--- src/rtl/packet_tx.sv ---
// Packs up to three FILTER_WIDTH words plus a routed header into one NoC packet.
// Optional packet counter output enabled by defining PACKET_TX_STATS_EN.
module packet_tx #(
    parameter  int FILTER_WIDTH = 8,
    localparam int PKT_WIDTH    = 9 + 3*FILTER_WIDTH
) (
    input  logic                    clk,
    input  logic                    rst,
    input  logic [FILTER_WIDTH-1:0] in_data,
    input  logic [1:0]              in_dest,
    input  logic                    in_type,
    input  logic                    in_last,
    input  logic                    in_valid,
    output logic                    in_ready,
    output logic [PKT_WIDTH-1:0]    pkt_data,
    output logic                    pkt_valid,
    input  logic                    pkt_ready,
    output logic                    busy
`ifdef PACKET_TX_STATS_EN
    ,
    output logic [15:0]             pkt_count
`endif
);

    typedef enum logic {FILL = 1'b0, SEND = 1'b1} state_e;

    state_e                  state_q, state_d;
    logic [1:0]              slot_q, slot_d;
    logic [FILTER_WIDTH-1:0] w0_q, w0_d, w1_q, w1_d, w2_q, w2_d;
    logic [1:0]              dest_q, dest_d;
    logic                    type_q, type_d;
    logic [2:0]              seq_q, seq_d;
    logic [1:0]              x_hop;
    logic                    y_hop;
    logic                    accept, close, fire;

    assign accept = in_valid & in_ready;
    assign close  = accept & (in_last | (slot_q == 2'd2));
    assign fire   = pkt_valid & pkt_ready;

    always_ff @(posedge clk) begin
        if (rst) state_q <= FILL;
        else     state_q <= state_d;
    end

    always_comb begin
        state_d = state_q;
        case (state_q)
            FILL: if (close) state_d = SEND;
            SEND: if (fire)  state_d = FILL;
            default: state_d = FILL;
        endcase
    end

    // in_ready is gated by rst so nothing is accepted while reset is held.
    always_comb begin
        in_ready  = (state_q == FILL) & ~rst;
        pkt_valid = (state_q == SEND);
        busy      = (state_q == SEND) | (slot_q != 2'd0);
    end

    // Unfilled slots stay zero because the payload is cleared on every send.
    always_comb begin
        slot_d = slot_q;
        w0_d   = w0_q;
        w1_d   = w1_q;
        w2_d   = w2_q;
        dest_d = dest_q;
        type_d = type_q;
        seq_d  = seq_q;
        if (fire) begin
            slot_d = 2'd0;
            w0_d   = '0;
            w1_d   = '0;
            w2_d   = '0;
            seq_d  = seq_q + 3'd1;
        end else if (accept) begin
            case (slot_q)
                2'd0: begin
                    w0_d   = in_data;
                    dest_d = in_dest;
                    type_d = in_type;
                end
                2'd1:    w1_d = in_data;
                default: w2_d = in_data;
            endcase
            if (!close) slot_d = slot_q + 2'd1;
        end
    end

    always_ff @(posedge clk) begin
        if (rst) begin
            slot_q <= 2'd0;
            w0_q   <= '0;
            w1_q   <= '0;
            w2_q   <= '0;
            dest_q <= 2'd0;
            type_q <= 1'b0;
            seq_q  <= 3'd0;
        end else begin
            slot_q <= slot_d;
            w0_q   <= w0_d;
            w1_q   <= w1_d;
            w2_q   <= w2_d;
            dest_q <= dest_d;
            type_q <= type_d;
            seq_q  <= seq_d;
        end
    end

    always_comb begin
        x_hop = 2'b10;
        y_hop = 1'b1;
        case (dest_q)
            2'd0: begin x_hop = 2'b10; y_hop = 1'b1; end
            2'd1: begin x_hop = 2'b00; y_hop = 1'b1; end
            2'd2: begin x_hop = 2'b11; y_hop = 1'b0; end
            default: begin x_hop = 2'b10; y_hop = 1'b0; end
        endcase
    end

    assign pkt_data = {w2_q, w1_q, w0_q, seq_q, type_q, y_hop, x_hop, 2'b11};

`ifdef PACKET_TX_STATS_EN
    logic [15:0] cnt_q, cnt_d;

    always_comb begin
        cnt_d = cnt_q;
        if (fire && cnt_q != 16'hFFFF) cnt_d = cnt_q + 16'd1;
    end

    always_ff @(posedge clk) begin
        if (rst) cnt_q <= 16'd0;
        else     cnt_q <= cnt_d;
    end

    assign pkt_count = cnt_q;
`endif

endmodule

--- config.mk ---
export PLATFORM = sky130hd
export DESIGN_NAME = packet_tx
export DESIGN_NICKNAME = d
export VERILOG_FILES = /design/src/rtl/packet_tx.sv
export SDC_FILE = /design/constraint.sdc
export NUM_CORES = 1
export LEC_CHECK = 0
export ABC_AREA = 1
export CORE_UTILIZATION = 46
export DETAILED_ROUTE_END_ITERATION = 7
export PLACE_DENSITY = 0.88
export SYNTH_ARGS = -nofsm -noshare
export SYNTH_HDL_FRONTEND = slang
export SYNTH_SLANG_ARGS = --single-unit
--- constraint.sdc ---
create_clock -name clk -period 1.6 [get_ports clk]
set_input_delay 0.16 -clock clk [delete_from_list [all_inputs] [get_ports clk]]
set_output_delay 0.16 -clock clk [all_outputs]
set_load 0.01 [all_outputs]
==> results.json <==
{
  "ioPinCount": 52,
  "power.internal_mw": 1.40,
  "grt_use_total_pct": 18.5,
  "layout_common_cells": "60 x nand2_1, 49 x inv_1, 49 x nor2_1",
  "root_buffer": "clkbuf_4",
  "cts.sinks": 33,
  "final_cell_area_sq_um": 2230,
  "gr-total-overflow": 0,
  "routedWlPerCell_um": 9.80,
  "synth.mux.area_fraction_pct": 0,
  "p_seq_share_pct": 46.5,
  "vias": 1447,
  "core_sq_um": 3360,
  "min_from": "in_dest[1]",
  "rows": 21,
  "p_switching_mw": 0.496,
  "min_period_over_period_pct": 95.8,
  "synthCells": 239,
  "detail_route.first_pass.iterations": 4,
  "numCtsBuffers": 5,
  "stdcell_count": 334,
  "reg2reg_setup_slack_ns": 0.17,
  "fin_worst_skew_ns": 0.00692,
  "synth-xor-area-share_pct": 0.538,
  "ys_seq_area_share_pct": 40.6,
  "pre_cts_slack_ns": 0.0419,
  "dpl_cell_area_sq_um": 2140,
  "crit_arrival_ns": 1.37,
  "die_w_um": 61.5,
  "cts.path.max_buffers": 2,
  "power_density_nw_per_um2": 850,
  "synthToLayoutAreaGrowth_pct": 37.1,
  "end_kind": "output pin",
  "critPathLaunchType": "register",
  "drv_slew": 0,
  "p_clk_share_pct": 35.3,
  "grt_antenna_before_repair": 0,
  "grt_max_degree": 27,
  "clk_latency_ns": 0.34,
  "dieArea_sq_um": 3780,
  "cp.required_ns": 1.44,
  "p_leak_nw": 1.07,
  "path_max_fanout": 5,
  "synth_area_per_cell_sq_um": 6.81,
  "tns_ns": 0,
  "hold_path_class": "in -> reg",
  "yosys.area_share.simple_pct": 36.7,
  "setup_viol": 0,
  "grt_pass1_vias": 1208,
  "fillers": 314,
  "reg2reg_from": "slot_q[0]",
  "ir_drop_uv": 657,
  "grt_first_pass_wirelength_um": 5100,
  "drt_drc_violations_left": 0,
  "switching_share_pct": 26.1,
  "post_cts_buffers": 0,
  "drt_wl_total_um": 3270,
  "nets": 307,
  "layout_commonest_cell": "nand2_1",
  "synth_warnings": 0,
  "combPwrFrac_pct": 18.2,
  "ant_nets": 0,
  "rsz0062_at_grt": "yes",
  "synth-compound-area-share_pct": 1.54,
  "dp_hpwl_um": 2450,
  "holdWs_ns": 0.412,
  "final_util_pct": 66.4,
  "drive_above_1_share_pct": 8.33,
  "finalCriticalPeriod_ns": 1.53,
  "hold_violations": 0,
  "synth-adder-area-share_pct": 3.07,
  "total_power_mw": 1.90,
  "synth_seq_cells": 33,
  "placed_cells": 326,
  "routed_via_density": 4.33,
  "port-buffer-count": 49,
  "initial_core_util_pct": 48.4,
  "clk_pin_slew_worst_paths_ns": 0.11,
  "reg2reg_depth": 7,
  "syn-cell-area_sq_um": 1630,
  "diodes": 0,
  "ys_types": 23,
  "fmax_ghz": 0.652,
  "critical_path_class": "reg -> out",
  "synth_top_family_by_area": "simple AND/OR/NAND/NOR gates",
  "maxCapViolations": 0,
  "holdPathStages": 3,
  "ctsHtreeMaxLevel": 2,
  "first_iter_violations": 30,
  "place_congestion": 0.798,
  "timing.rr.end": "w2_q[3]",
  "tritoncts": "yes",
  "status": "completed",
  "die_y_um": 61.5,
  "holdPathEnd": "dest_q[1]",
  "worst_slack_ns": 0.0673
}
## power by group through the flow
| stage | Sequential [mW] | Clock [mW] | Combinational, mW |
|---|---|---|---|
| 6_report | 0.882 | 0.669 | 0.345 |
| 2_1_floorplan | 0.912 | 0 | 0.183 |
| 5_1_grt | 0.887 | 0.717 | 0.382 |
| 3_5_place_dp | 0.900 | 0 | 0.345 |
| 3_3_place_gp | 0.899 | 0 | 0.339 |
| 4_1_cts | 0.883 | 0.677 | 0.346 |
## how the worst max path moves through the flow
stage	start	to	slack, ns	cells past startpoint
floorplan	slot_q[0]	w2_q[0]	0.26	7
global placement	rst	in_ready	0.09	3
detailed placement	rst	w1_q[5]	0.04	6
CTS	slot_q[0]	busy	0.06	4
global route	slot_q[0]	busy	-0.003	4
finish	slot_q[0]	busy	0.07	4
## Yosys cell counts
cell type	number	area [sq um]
nand2_1	60	225
inv_1	49	184
nor2_1	49	184
dfxtp_1	33	661
nand4_1	12	75.1
buf_4	7	52.6
a21oi_1	4	20.0
buf_2	4	20.0
ha_1	4	50.1
buf_6	2	22.5
nand3_1	2	10.0
nand3_4	2	35.0
conb_1	1	3.75
inv_2	1	3.75
nand2_2	1	6.26
nand3_2	1	10.0
nand3b_1	1	7.51
nor2_2	1	6.26
nor2_4	1	11.3
nor2_8	1	20.0
o21ai_0	1	5.00
or2_2	1	6.26
xor2_1	1	8.76
## flip-flops by register name (all words and copies together), names as in the netlist
name and count:
w0_q 8, w1_q 8, w2_q 8, seq_q 3, dest_q 2, slot_q 2, pkt_valid 1, type_q 1
## worst max-delay path, cell delays in order (launching register included)
cell and delay, ns:
dfxtp_2 0.35, inv_1 0.11, ha_2 0.25, nand2_1 0.06, dlygate4sd2_1 0.28
## cell type report
| class | count | area [sq um] | share of cell area [%] |
|---|---|---|---|
| sequential | 33 | 663 | 29.7 |
| multi-input combinational | 144 | 691 | 30.9 |
| clock inverter | 2 | 37.5 | 1.68 |
| timing repair buffer | 53 | 544 | 24.4 |
| clock buffer | 6 | 51.3 | 2.30 |
| tap | 46 | 57.6 | 2.58 |
| inverter | 50 | 188 | 8.41 |
## cell families (layout without fill, tap and decap cells)
group	count (synthesis)	after routing
AOI/OAI and AO/OA	5	5
xor gates and xnor gates	1	1
adders and majority gates	4	4
buffers and inverters	63	111
DFF	33	33
other	1	2
and+or+nand+nor	132	132
## what timing repair did
item	CTS	global route
setup endpoints to repair	2	1
hold buffers	0	0
gates resized for setup	4	0
## layer usage
layer / vias up / share of wire [%] / GRT usage (%)
met5: - / 0 / 0
met4: 0 / 1.5 / 7.62
met3: 7 / 3.9 / 4.62
met2: 29 / 47 / 29.5
met1: 618 / 48 / 23.8
li1: 793 / - / -
Power figures use the tool's default switching activity.
